===== src/rtl/arm_pkg.sv =====
// Shared constants and types for the instruction fetch stage.
package arm_pkg;

  localparam int          ADDR_W    = 32;
  localparam int          DATA_W    = 32;
  localparam logic [31:0] PC_STEP   = 32'd4;
  localparam logic [31:0] NOP_INSTR = 32'h0000_0000;

  // S_FETCH  : request issued, expecting data this cycle
  // S_WAIT   : memory inserted wait states, address held
  // S_SQUASH : redirect pending, outstanding fetch will be thrown away
  typedef enum logic [1:0] {
    S_FETCH  = 2'd0,
    S_WAIT   = 2'd1,
    S_SQUASH = 2'd2
  } fetch_state_t;

endpackage


===== src/rtl/instr_fetch_stage_if_id_reg.sv =====
// IF/ID pipeline register: load, hold, flush (valid=0, instr=NOP) or bubble (valid=0 only).
module if_id_reg
  import arm_pkg::*;
#(
  parameter int ADDR_W = arm_pkg::ADDR_W,
  parameter int DATA_W = arm_pkg::DATA_W
) (
  input  logic              clk,
  input  logic              rst,
  input  logic              load,
  input  logic              flush,
  input  logic              bubble,
  input  logic [ADDR_W-1:0] pc_in,
  input  logic [DATA_W-1:0] instr_in,
  output logic [ADDR_W-1:0] pc,
  output logic [DATA_W-1:0] instr,
  output logic              valid
);

  // Flush beats load beats bubble; with none asserted the register holds.
  always_ff @(posedge clk or posedge rst) begin
    if (rst) begin
      pc    <= '0;
      instr <= '0;
      valid <= 1'b0;
    end else if (flush) begin
      instr <= DATA_W'(NOP_INSTR);
      valid <= 1'b0;
    end else if (load) begin
      pc    <= pc_in;
      instr <= instr_in;
      valid <= 1'b1;
    end else if (bubble) begin
      valid <= 1'b0;
    end
  end

endmodule


===== src/rtl/instr_fetch_stage.sv =====
// Instruction fetch stage: PC register, next-PC selection and the fetch FSM
// that tolerates wait-state memories and squashes fetches hit by a redirect.
module instr_fetch_stage
  import arm_pkg::*;
#(
  parameter int                ADDR_W   = arm_pkg::ADDR_W,
  parameter int                DATA_W   = arm_pkg::DATA_W,
  parameter logic [ADDR_W-1:0] RESET_PC = '0,
  parameter logic [ADDR_W-1:0] PC_STEP  = ADDR_W'(arm_pkg::PC_STEP)
) (
  input  logic              clk,
  input  logic              rst,
  input  logic              freeze_i,
  input  logic              branch_taken_i,
  input  logic [ADDR_W-1:0] branch_addr_i,
  output logic [ADDR_W-1:0] imem_addr_o,
  output logic              imem_req_o,
  input  logic              imem_ready_i,
  input  logic [DATA_W-1:0] imem_rdata_i,
  output logic [ADDR_W-1:0] if_pc_o,
  output logic [DATA_W-1:0] if_instr_o,
  output logic              if_valid_o
);

  fetch_state_t      state;
  logic [ADDR_W-1:0] pc;
  logic [ADDR_W-1:0] redirect_q;
  logic [ADDR_W-1:0] target;
  logic [ADDR_W-1:0] pc_inc;
  logic              ifid_load;
  logic              ifid_flush;
  logic              ifid_bubble;

  // Branch targets are word aligned; the low two bits are dropped.
  assign target = {branch_addr_i[ADDR_W-1:2], 2'b00};
  // Wraps modulo 2^ADDR_W by construction.
  assign pc_inc = pc + PC_STEP;

  // The address is always the registered PC so it stays stable across wait states.
  assign imem_addr_o = pc;
  assign imem_req_o  = ~rst;

  // IF/ID control: a branch always flushes, freeze only ever holds.
  always_comb begin
    ifid_load   = 1'b0;
    ifid_flush  = 1'b0;
    ifid_bubble = 1'b0;
    case (state)
      S_FETCH, S_WAIT: begin
        if (branch_taken_i)  ifid_flush  = 1'b1;
        else if (freeze_i)   ifid_load   = 1'b0;
        else if (imem_ready_i) ifid_load = 1'b1;
        else                 ifid_bubble = 1'b1;
      end
      S_SQUASH: ifid_flush = 1'b1;
      default:  ifid_flush = 1'b1;
    endcase
  end

  // Fetch FSM together with the PC and the pending redirect target.
  always_ff @(posedge clk or posedge rst) begin
    if (rst) begin
      state      <= S_FETCH;
      pc         <= RESET_PC;
      redirect_q <= '0;
    end else begin
      case (state)
        S_FETCH, S_WAIT: begin
          if (imem_ready_i) begin
            state <= S_FETCH;
            if (branch_taken_i)  pc <= target;
            else if (!freeze_i)  pc <= pc_inc;
          end else if (branch_taken_i) begin
            redirect_q <= target;
            state      <= S_SQUASH;
          end else begin
            state <= S_WAIT;
          end
        end
        S_SQUASH: begin
          if (imem_ready_i) begin
            pc    <= branch_taken_i ? target : redirect_q;
            state <= S_FETCH;
          end else if (branch_taken_i) begin
            redirect_q <= target;
          end
        end
        default: state <= S_FETCH;
      endcase
    end
  end

  if_id_reg #(
    .ADDR_W(ADDR_W),
    .DATA_W(DATA_W)
  ) u_if_id (
    .clk     (clk),
    .rst     (rst),
    .load    (ifid_load),
    .flush   (ifid_flush),
    .bubble  (ifid_bubble),
    .pc_in   (pc_inc),
    .instr_in(imem_rdata_i),
    .pc      (if_pc_o),
    .instr   (if_instr_o),
    .valid   (if_valid_o)
  );

endmodule


===== config.mk =====
export PLATFORM = sky130hd
export DESIGN_NAME = instr_fetch_stage
export DESIGN_NICKNAME = d
export VERILOG_FILES = /design/src/rtl/arm_pkg.sv /design/src/rtl/instr_fetch_stage_if_id_reg.sv /design/src/rtl/instr_fetch_stage.sv
export SDC_FILE = /design/constraint.sdc
export NUM_CORES = 1
export LEC_CHECK = 0
export CAP_MARGIN = 10
export CORE_MARGIN = 4
export CORE_UTILIZATION = 44
export DETAILED_ROUTE_END_ITERATION = 16
export PLACE_DENSITY = 0.81
export REMOVE_ABC_BUFFERS = 1
export SLEW_MARGIN = 15
export SYNTH_ARGS = -nofsm -noshare
export SYNTH_HDL_FRONTEND = slang
export SYNTH_SLANG_ARGS = --single-unit
export TNS_END_PERCENT = 30

===== constraint.sdc =====
create_clock -name clk -period 4.2 [get_ports clk]
set_input_delay 0.63 -clock clk [delete_from_list [all_inputs] [get_ports clk]]
set_output_delay 0.63 -clock clk [all_outputs]
set_load 0.01 [all_outputs]

Yosys cells after proc, flatten, opt, wreduce, memory -nomap -nowiden
Cells that the tools add are included.
{"block": "totals", "reg_bits": 131, "input_bits": 69, "out_inout_bits": 98, "elab_cells": 49}
{"block": "classes", "n_addsub": 1, "eq_ne": 5, "mux": 25, "bitwise": 3, "n_reduce_logical": 9}
{"cell": "2-to-1 mux 32 bit", "count": 7}
{"cell": "one-hot mux 32 bit (2 select lines)", "count": 1}
{"cell": "adder 32 x 3 -> 32 bit, second input constant", "count": 1}
{"cell": "2-to-1 mux 1 bit", "count": 13}
{"cell": "2-to-1 mux 2 bit", "count": 3}
{"cell": "!= test 2 bit, second input constant", "count": 2}
{"cell": "one-hot mux 2 bit (2 select lines)", "count": 1}
{"cell": "AND reduction 2 bit", "count": 2}
{"cell": "AND reduction 4 bit", "count": 1}
{"cell": "nonzero test 2 bit", "count": 2}
{"cell": "!= test 3 bit, second input constant", "count": 1}
{"cell": "NOT 1 bit", "count": 3}
{"cell": "nonzero test 3 bit", "count": 1}
{"cell": "OR reduction 3 bit", "count": 1}
{"cell": "equality test 2 x 1 -> 1 bit, second input constant", "count": 1}
{"cell": "equality test 2 bit, second input constant", "count": 1}
{"cell": "zero test 2 bit", "count": 1}
{"cell": "OR reduction 2 bit", "count": 1}

Longest topological paths before layout
Gate-level depths: netlist of the first run.
{"block": "logic_depth", "word_depth": 7, "ltp_mapped": 7, "ltp_nobuf": 5}

Cells and area by module
Synthesis of the first run repeated with hierarchy kept, for this count alone.
{"block": "unflattened", "cells_unflattened": 612, "area_unflattened_um2": 6522.5}
{"module": "instr_fetch_stage", "instances": 1, "cells_each": 434, "area_each_um2": 3862.5, "seq_area_each_um2": 1651.6}
{"module": "if_id_reg", "instances": 1, "cells_each": 178, "area_each_um2": 2660.1, "seq_area_each_um2": 1626.6}

Worst setup path before layout of the first run
Ideal clock, no wire load.
{"block": "synth_path", "path_type": "input to output", "start": "in rst", "end": "out imem_req_o", "arrival_ns": 3.381, "t_required_ns": 3.570, "setup_slack_ns": 0.189, "stages": 1, "n_path_buf": 0, "path_cell_list": "inv_1"}
{"block": "synth_between", "elab_chain_cells": 1}
{"element": "from (decl)", "line_no": "instr_fetch_stage.sv:12", "text": "input logic rst,"}
{"element": "NOT 1 bit", "line_no": "instr_fetch_stage.sv:41", "text": "assign imem_req_o = ~rst;"}
{"element": "to (decl)", "line_no": "instr_fetch_stage.sv:17", "text": "output logic imem_req_o,"}
Every way passes these cells.

Worst setup path in the final report of the first run
{"block": "layout_path", "start": "reg pc[2], in the netlist imem_addr_o[2]", "end": "reg pc[30], in the netlist imem_addr_o[30]"}
{"block": "layout_between", "elab_chain_cells": 5}
{"element": "from (decl)", "line_no": "instr_fetch_stage.sv:26", "text": "logic [ADDR_W-1:0] pc;"}
{"element": "from (signal assigned)", "line_no": "instr_fetch_stage.sv:71", "text": "if (branch_taken_i) pc <= target;"}
{"element": "from (signal assigned)", "line_no": "instr_fetch_stage.sv:72", "text": "else if (!freeze_i) pc <= pc_inc;"}
{"element": "from (signal assigned)", "line_no": "instr_fetch_stage.sv:82", "text": "pc <= branch_taken_i ? target : redirect_q;"}
{"element": "adder 32 x 3 -> 32 bit", "line_no": "instr_fetch_stage.sv:37", "text": "assign pc_inc = pc + PC_STEP;"}
{"element": "2-to-1 mux 32 bit", "line_no": "instr_fetch_stage.sv:72"}
{"element": "2-to-1 mux 32 bit", "line_no": "instr_fetch_stage.sv:71"}
{"element": "2-to-1 mux 32 bit", "line_no": "instr_fetch_stage.sv:69", "text": "if (imem_ready_i) begin"}
{"element": "one-hot mux 32 bit (2 select lines)", "line_no": "instr_fetch_stage.sv:67", "text": "case (state)"}
Every way passes these cells. The select of a mux whose other input is x is not followed.
A chain may end at the register's enable or synchronous reset.

==> flow_results.xml, run 1 <==
<?xml version="1.0" encoding="UTF-8"?>
<metrics>
  <group name="outcome">
    <metric name="status" unit="">complete, no violations</metric>
  </group>
  <group name="setup_path">
    <metric name="setup.worst_path.end_class" unit="">register</metric>
    <metric name="crit_path_cell_trace" unit="">ha_1 -&gt; nand3_2 -&gt; or4_1 -&gt; or4b_4 -&gt; nand3_1</metric>
    <metric name="cp.required" unit="ps">4550</metric>
    <metric name="crit_type" unit="">register to register</metric>
    <metric name="critical-path-top-delay-family" unit="">simple AND/OR/NAND/NOR gates</metric>
    <metric name="critPathSlowestCell" unit="">sky130_fd_sc_hd__or4_1</metric>
    <metric name="cp.arrival" unit="ps">3170</metric>
    <metric name="timing.critical_path.fanout_max" unit="">17</metric>
    <metric name="critical-path-max-stage-delay" unit="ps">930</metric>
    <metric name="crit_buf_inv" unit="">0</metric>
    <metric name="startpoint_type" unit="">register</metric>
  </group>
  <group name="layout">
    <metric name="post_route_cells_drive_above_1_share" unit="%">11.3</metric>
    <metric name="n_antenna_cell" unit="">0</metric>
    <metric name="flow.area_growth_from_synthesis" unit="%">37.5</metric>
    <metric name="final_net_count" unit="">818</metric>
    <metric name="layout.cells.non_filler" unit="">939</metric>
    <metric name="finish.utilization" unit="%">61.9</metric>
  </group>
  <group name="drt">
    <metric name="detail_route.vias_per_cell" unit="">5.99</metric>
    <metric name="routed_wire_length_per_instance" unit="um">19.5</metric>
    <metric name="violation_count_after_the_first_detailed_routing_iteration" unit="">595</metric>
    <metric name="routed-via-count" unit="">5625</metric>
    <metric name="drc" unit="">0</metric>
    <metric name="route.final.wire_length" unit="um">18300</metric>
    <metric name="firstDrtPassIters" unit="">5</metric>
    <metric name="detail-route-antenna-nets" unit="">0</metric>
  </group>
  <group name="die">
    <metric name="floorplan.die_area" unit="um2">16200</metric>
    <metric name="core_region_area" unit="um2">13900</metric>
    <metric name="ioPinCount" unit="">167</metric>
    <metric name="floorplan.die.width" unit="um">127</metric>
    <metric name="fp-row-count" unit="">43</metric>
    <metric name="floorplan.initialDensity" unit="%">45.0</metric>
    <metric name="chip_height" unit="um">127</metric>
  </group>
  <group name="clock_tree">
    <metric name="cts.clk_slew.worst_paths" unit="ps">60</metric>
    <metric name="clock_latency" unit="ps">420</metric>
    <metric name="cts_root_buf" unit="">sky130_fd_sc_hd__clkbuf_16</metric>
    <metric name="cts.path.max_buffers" unit="">2</metric>
    <metric name="cts_setup_buffers" unit="">0</metric>
    <metric name="cts_hold_buffers" unit="">0</metric>
    <metric name="cts-buffers-inserted" unit="">17</metric>
    <metric name="total_number_of_h_tree_levels" unit="">4</metric>
    <metric name="cts_sinks" unit="">131</metric>
    <metric name="tritoncts" unit="">done</metric>
    <metric name="cts.repair.resized" unit="">0</metric>
  </group>
  <group name="yosys">
    <metric name="netlist_instances" unit="">604</metric>
    <metric name="synthDominantCellAreaShare" unit="%">52.4</metric>
    <metric name="synth_top_cells_by_area" unit="">sky130_fd_sc_hd__dfrtp_1 (52%), sky130_fd_sc_hd__mux2_2 (5.6%), sky130_fd_sc_hd__a22o_1 (4.6%), sky130_fd_sc_hd__nand2_1 (4.4%), sky130_fd_sc_hd__o21ai_0 (3.4%)</metric>
    <metric name="synth.yosys.seq_area_share" unit="%">52.4</metric>
    <metric name="syn_area" unit="um2">6250</metric>
    <metric name="share_of_synthesized_registers_carrying_an_async_set_or_reset" unit="%">100</metric>
    <metric name="ys.flop_type" unit="">sky130_fd_sc_hd__dfrtp_1</metric>
    <metric name="synth_largest_area_cell" unit="">sky130_fd_sc_hd__dfrtp_1</metric>
    <metric name="synth_most_common_cell" unit="">sky130_fd_sc_hd__dfrtp_1</metric>
    <metric name="synthDistinctLibCells" unit="">47</metric>
    <metric name="synth-warning-count" unit="">0</metric>
    <metric name="yosys_register_bits" unit="">131</metric>
    <metric name="syn_avg_cell_area" unit="um2">10.3</metric>
    <metric name="synth-edff-count" unit="">0</metric>
    <metric name="synth_common_cells" unit="">sky130_fd_sc_hd__dfrtp_1 (131), sky130_fd_sc_hd__nand2_1 (73), sky130_fd_sc_hd__o21ai_0 (43)</metric>
  </group>
  <group name="timing">
    <metric name="setup_tns" unit="ps">0</metric>
    <metric name="fmax" unit="GHz">0.354</metric>
    <metric name="number_of_max_slew_violations_in_the_final_report" unit="">0</metric>
    <metric name="skew" unit="ps">5.93</metric>
    <metric name="layout_worst_path_cycle_share" unit="%">67.3</metric>
    <metric name="grt_setup_unrepaired" unit="">no</metric>
    <metric name="worst_slew_pin_slew" unit="ps">1140</metric>
    <metric name="hold_violation_count_in_the_final_report" unit="">0</metric>
    <metric name="worst_slew_margin_rel" unit="%">23.5</metric>
    <metric name="fin_crit" unit="ps">2830</metric>
    <metric name="setup_viol" unit="">0</metric>
  </group>
  <group name="placement">
    <metric name="numPlacedInstances" unit="">909</metric>
    <metric name="place.detailed.hpwl" unit="um">12300</metric>
    <metric name="io_buffers" unit="">164</metric>
    <metric name="routability_cong" unit="">0.839</metric>
  </group>
  <group name="flow_run">
    <metric name="cap_violations" unit="">0</metric>
  </group>
  <group name="power">
    <metric name="vdd_drop_max" unit="mV">0.222</metric>
    <metric name="powerDensity" unit="nW/um2">475</metric>
    <metric name="p_leak" unit="nW">3.56</metric>
  </group>
  <group name="worst_hold_path">
    <metric name="timing.hold.worst.class" unit="">register to register</metric>
  </group>
  <group name="grt">
    <metric name="global_route_wire_length_before_repair" unit="um">29600</metric>
    <metric name="grtUsageTotal" unit="%">22.9</metric>
    <metric name="grt_max_degree" unit="">63</metric>
    <metric name="via_count_of_the_first_global_routing_pass" unit="">5899</metric>
    <metric name="grt_antenna_before_repair" unit="">0</metric>
    <metric name="grt_overflow" unit="">0</metric>
  </group>
</metrics>
[final timing paths]
check,startpoint,to,slack [ps],cells after the start
max in group asynchronous,rst,imem_addr_o[15]$_DFFE_PP0P_,2630,3
worst min-delay path,u_if_id.pc[21]$_DFFE_PP0P_,u_if_id.pc[21]$_DFFE_PP0P_,470,2
worst min register to register,u_if_id.pc[21]$_DFFE_PP0P_,u_if_id.pc[21]$_DFFE_PP0P_,470,2
min in group asynchronous,rst,imem_addr_o[0]$_DFFE_PP0P_,510,2
worst max-delay path,imem_addr_o[2]$_DFFE_PP0P_,imem_addr_o[30]$_DFFE_PP0P_,1370,5
worst max register to register,imem_addr_o[2]$_DFFE_PP0P_,imem_addr_o[30]$_DFFE_PP0P_,1370,5
[registers in the layout, summed over array words and instances (netlist names)]
name and count:
state 2, u_if_id.valid 1, imem_addr_o 32, redirect_q 32
u_if_id.instr 32, u_if_id.pc 32
[cell families after synthesis]
group / synth area share [%]
simple gates: 17.5
compound gates: 17.3
flops: 52.4
buf+inv: 3.64
mux: 6.87
xor+xnor: 2.10
fa+ha+maj: 0.200
[per-layer routing]
layer  up-vias  routed length [um]  global-route usage, %
met4         0                 415                   9.84
met5         -                   0                      0
met2       314                8680                   36.2
met3        43                1600                   7.48
met1      2742                7630                   29.1
li1       2526                   -                      -
[where the power goes]
group          leakage [nW]  internal [W]  switching, W
combinational          1.63      0.000524      0.000424
sequential             1.65       0.00147      0.000222
clock                 0.283      0.000927      0.000514
total                  3.56       0.00292       0.00116
[worst min-delay path, stage by stage (launching register included)]
cell	delay, ps
sky130_fd_sc_hd__dfrtp_1	340
sky130_fd_sc_hd__nand2_1	50
sky130_fd_sc_hd__nand3_1	50
[cells in the final DEF (no fill, tap or decap), drive strengths merged, types with 3 or more instances in the layout]
master,count
o21ai,46
nand2b,12
a22o,33
clkbuf,25
a211oi,4
clkdlybuf4s50,163
o311ai,11
a221oi,14
nor2,18
nor3,24
mux2,31
xnor2,15
clkinv,3
nor2b,3
buf,13
inv,6
a21oi,4
nand4,17
o211ai,16
nand3,30
nand2,73
nor4,5
mux2i,8
o2bb2ai,12
dfrtp,131
and3,14
or4,8
[final cells by class]
cell class                      count  area [um2]
Timing Repair Buffer              176        1730
Clock inverter                      5        75.1
Fill cell                        1110        5290
Multi-Input combinational cell    416        2770
Clock buffer                       25         495
Sequential cell                   131        3280
Inverter                            6        25.0
Tap cell                          180         225
[per-stage QoR]
stage | setup slack (ps) | total power (W) | hold slack, ps | instance area (um2)
finish | 1370 | 0.00408 | 474 | 8590
global route | 1270 | 0.00428 | 497 | 8590
CTS | 1440 | 0.00410 | 480 | 8590
detailed placement | 1010 | 0.00266 | 468 | 8020
global placement | 1120 | 0.00261 | 461 | 8020
floorplan | -1160 | 0.00210 | 453 | 6050
(Power assumes the default switching activity.)
==> inputs of run 2 (changes only) <==
--- a/config.mk
+++ b/config.mk
@@ -7,9 +7,9 @@
 export LEC_CHECK = 0
 export CAP_MARGIN = 10
 export CORE_MARGIN = 4
-export CORE_UTILIZATION = 44
+export CORE_UTILIZATION = 49
 export DETAILED_ROUTE_END_ITERATION = 16
-export PLACE_DENSITY = 0.81
+export PLACE_DENSITY = 0.85
 export REMOVE_ABC_BUFFERS = 1
 export SLEW_MARGIN = 15
 export SYNTH_ARGS = -nofsm -noshare
==> constraint.sdc (replaced) <==
create_clock -name clk -period 2.75 [get_ports clk]
set_input_delay 0.4125 -clock clk [delete_from_list [all_inputs] [get_ports clk]]
set_output_delay 0.4125 -clock clk [all_outputs]
set_load 0.01 [all_outputs]
==> flow_results.xml, run 2 (synthesis gave the netlist of run 1 again) <==
<?xml version="1.0" encoding="UTF-8"?>
<metrics>
  <group name="layout">
    <metric name="n_antenna_cell" unit="">0</metric>
    <metric name="final_net_count" unit="">833</metric>
    <metric name="flow.area_growth_from_synthesis" unit="%">40.0</metric>
    <metric name="post_route_cells_drive_above_1_share" unit="%">13.5</metric>
    <metric name="fillers" unit="">884</metric>
    <metric name="finish.utilization" unit="%">71.4</metric>
    <metric name="layout_commonest_cell" unit="">sky130_fd_sc_hd__clkdlybuf4s50_1</metric>
    <metric name="mostFrequentLayoutCells" unit="">sky130_fd_sc_hd__clkdlybuf4s50_1 (163), sky130_fd_sc_hd__dfrtp_1 (131), sky130_fd_sc_hd__nand2_1 (73)</metric>
  </group>
  <group name="power">
    <metric name="power.share.combinational" unit="%">23.4</metric>
    <metric name="p_sw" unit="W">0.00184</metric>
    <metric name="vdd_drop_max" unit="mV">0.421</metric>
    <metric name="power_frac_seq" unit="%">40.1</metric>
    <metric name="powerDensity" unit="nW/um2">732</metric>
    <metric name="power_switching_share" unit="%">28.7</metric>
    <metric name="internal-power" unit="W">0.00457</metric>
    <metric name="p_leak" unit="nW">3.65</metric>
    <metric name="clock_power_share" unit="%">36.5</metric>
  </group>
  <group name="setup_path">
    <metric name="cp.arrival" unit="ps">2800</metric>
    <metric name="critPathSlowestCell" unit="">sky130_fd_sc_hd__or4_1</metric>
    <metric name="crit_path_cell_trace" unit="">ha_1 -&gt; nand3_2 -&gt; or4_1 -&gt; or4b_4 -&gt; nand3_1</metric>
    <metric name="timing.critical_path.fanout_max" unit="">14</metric>
    <metric name="startpoint_type" unit="">register</metric>
    <metric name="critical-path-max-stage-delay" unit="ps">830</metric>
    <metric name="setup.worst_path.end_class" unit="">register</metric>
    <metric name="cp.required" unit="ps">3090</metric>
    <metric name="crit_type" unit="">register to register</metric>
  </group>
  <group name="clock_tree">
    <metric name="cts-buffers-inserted" unit="">17</metric>
    <metric name="tritoncts" unit="">done</metric>
    <metric name="clock_latency" unit="ps">410</metric>
    <metric name="cts_hold_buffers" unit="">0</metric>
    <metric name="cts.repair.resized" unit="">0</metric>
    <metric name="cts_root_buf" unit="">sky130_fd_sc_hd__clkbuf_16</metric>
    <metric name="total_number_of_h_tree_levels" unit="">4</metric>
    <metric name="cts_sinks" unit="">131</metric>
    <metric name="cts.path.max_buffers" unit="">2</metric>
    <metric name="cts_setup_buffers" unit="">0</metric>
    <metric name="cts.clk_slew.worst_paths" unit="ps">60</metric>
  </group>
  <group name="timing">
    <metric name="setup_tns" unit="ps">0</metric>
    <metric name="layout_worst_path_cycle_share" unit="%">89.6</metric>
    <metric name="worst_slew_margin_rel" unit="%">54.3</metric>
    <metric name="fmax" unit="GHz">0.406</metric>
    <metric name="hold_violation_count_in_the_final_report" unit="">0</metric>
    <metric name="setup_viol" unit="">0</metric>
    <metric name="final_critical_path_setup_slack" unit="ps">286</metric>
    <metric name="number_of_max_slew_violations_in_the_final_report" unit="">0</metric>
    <metric name="fin_crit" unit="ps">2460</metric>
    <metric name="grt_setup_unrepaired" unit="">no</metric>
    <metric name="worst_slew_pin_slew" unit="ps">685</metric>
    <metric name="skew" unit="ps">7.03</metric>
  </group>
  <group name="placement">
    <metric name="io_buffers" unit="">164</metric>
    <metric name="place.detailed.hpwl" unit="um">12300</metric>
    <metric name="routability_cong" unit="">0.871</metric>
    <metric name="pre_cts_ws" unit="ps">237</metric>
  </group>
  <group name="grt">
    <metric name="global_route_wire_length_before_repair" unit="um">29500</metric>
    <metric name="grt_antenna_before_repair" unit="">0</metric>
    <metric name="grtUsageTotal" unit="%">25.3</metric>
    <metric name="grt_overflow" unit="">0</metric>
    <metric name="via_count_of_the_first_global_routing_pass" unit="">5850</metric>
    <metric name="grt_max_degree" unit="">132</metric>
  </group>
  <group name="die">
    <metric name="chip_height" unit="um">121</metric>
    <metric name="floorplan.die.width" unit="um">121</metric>
    <metric name="ioPinCount" unit="">167</metric>
    <metric name="floorplan.initialDensity" unit="%">51.0</metric>
    <metric name="floorplan.die_area" unit="um2">14600</metric>
    <metric name="fp-row-count" unit="">40</metric>
    <metric name="core_region_area" unit="um2">12300</metric>
  </group>
  <group name="flow_run">
    <metric name="cap_violations" unit="">0</metric>
  </group>
  <group name="drt">
    <metric name="detail-route-antenna-nets" unit="">0</metric>
    <metric name="firstDrtPassIters" unit="">5</metric>
    <metric name="detail_route.vias_per_cell" unit="">5.96</metric>
    <metric name="routed-via-count" unit="">5625</metric>
    <metric name="route.final.wire_length" unit="um">17900</metric>
    <metric name="drc" unit="">0</metric>
    <metric name="routed_wire_length_per_instance" unit="um">19.0</metric>
    <metric name="violation_count_after_the_first_detailed_routing_iteration" unit="">632</metric>
  </group>
  <group name="worst_hold_path">
    <metric name="timing.hold.worst.class" unit="">register to register</metric>
  </group>
  <group name="outcome">
    <metric name="status" unit="">complete, no violations</metric>
  </group>
</metrics>
run 2: worst paths after layout:
kind / cells past startpoint / slack (ps) / end / from
worst max-delay path: 5 / 290 / imem_addr_o[30]$_DFFE_PP0P_ / imem_addr_o[3]$_DFFE_PP0P_
worst min-delay path: 2 / 470 / u_if_id.pc[1]$_DFFE_PP0P_ / u_if_id.pc[1]$_DFFE_PP0P_
worst max register to register: 5 / 290 / imem_addr_o[30]$_DFFE_PP0P_ / imem_addr_o[3]$_DFFE_PP0P_
worst min register to register: 2 / 470 / u_if_id.pc[1]$_DFFE_PP0P_ / u_if_id.pc[1]$_DFFE_PP0P_
max in group asynchronous: 3 / 1660 / u_if_id.pc[6]$_DFFE_PP0P_ / rst
min in group asynchronous: 3 / 580 / u_if_id.pc[1]$_DFFE_PP0P_ / rst
run 2: stage by stage:
stage	std cells	hold WS (ps)	power [W]	cell area, um2
finish	944	474	0.00641	8750
global route	944	493	0.00671	8750
floorplan	553	453	0.00320	6050
CTS	944	482	0.00644	8750
global placement	912	460	0.00403	8130
detailed placement	912	469	0.00409	8130
run 2: cell type report:
class                   instances  area [um2]  share of cell area, %
repair buffers                191        1850                   21.2
clock inverters                11         153                   1.74
flip-flops and latches        131        3280                   37.5
well taps                     168         210                   2.40
inverters                       6        25.0                  0.286
clock buffers                  21         470                   5.38
multi-input cells             416        2760                   31.6
run 2: worst max-delay path: cells and delay by family (launching register included):
family | cells | cell delay, ps
adder cells (fa/ha/maj) | 1 | 290
flip-flops | 1 | 430
AND/OR/NAND/NOR | 4 | 1680
run 2: per-layer routing:
metal	vias up	GRT usage, %	share of wire [%]	routed length [um]
met5	-	0	0	0
met3	28	8.67	9.5	1710
met4	0	8.50	1.4	248
li1	2567	-	-	-
met1	2736	31.8	42	7450
met2	294	40.8	48	8530
run 2: power by group through the flow:
stage | sequential (W) | combinational (W) | clock [W]
CTS | 0.00256 | 0.00152 | 0.00237
finish | 0.00257 | 0.00150 | 0.00234
global route | 0.00261 | 0.00164 | 0.00246
detailed placement | 0.00259 | 0.00150 | 0
floorplan | 0.00264 | 0.000561 | 0
global placement | 0.00256 | 0.00146 | 0
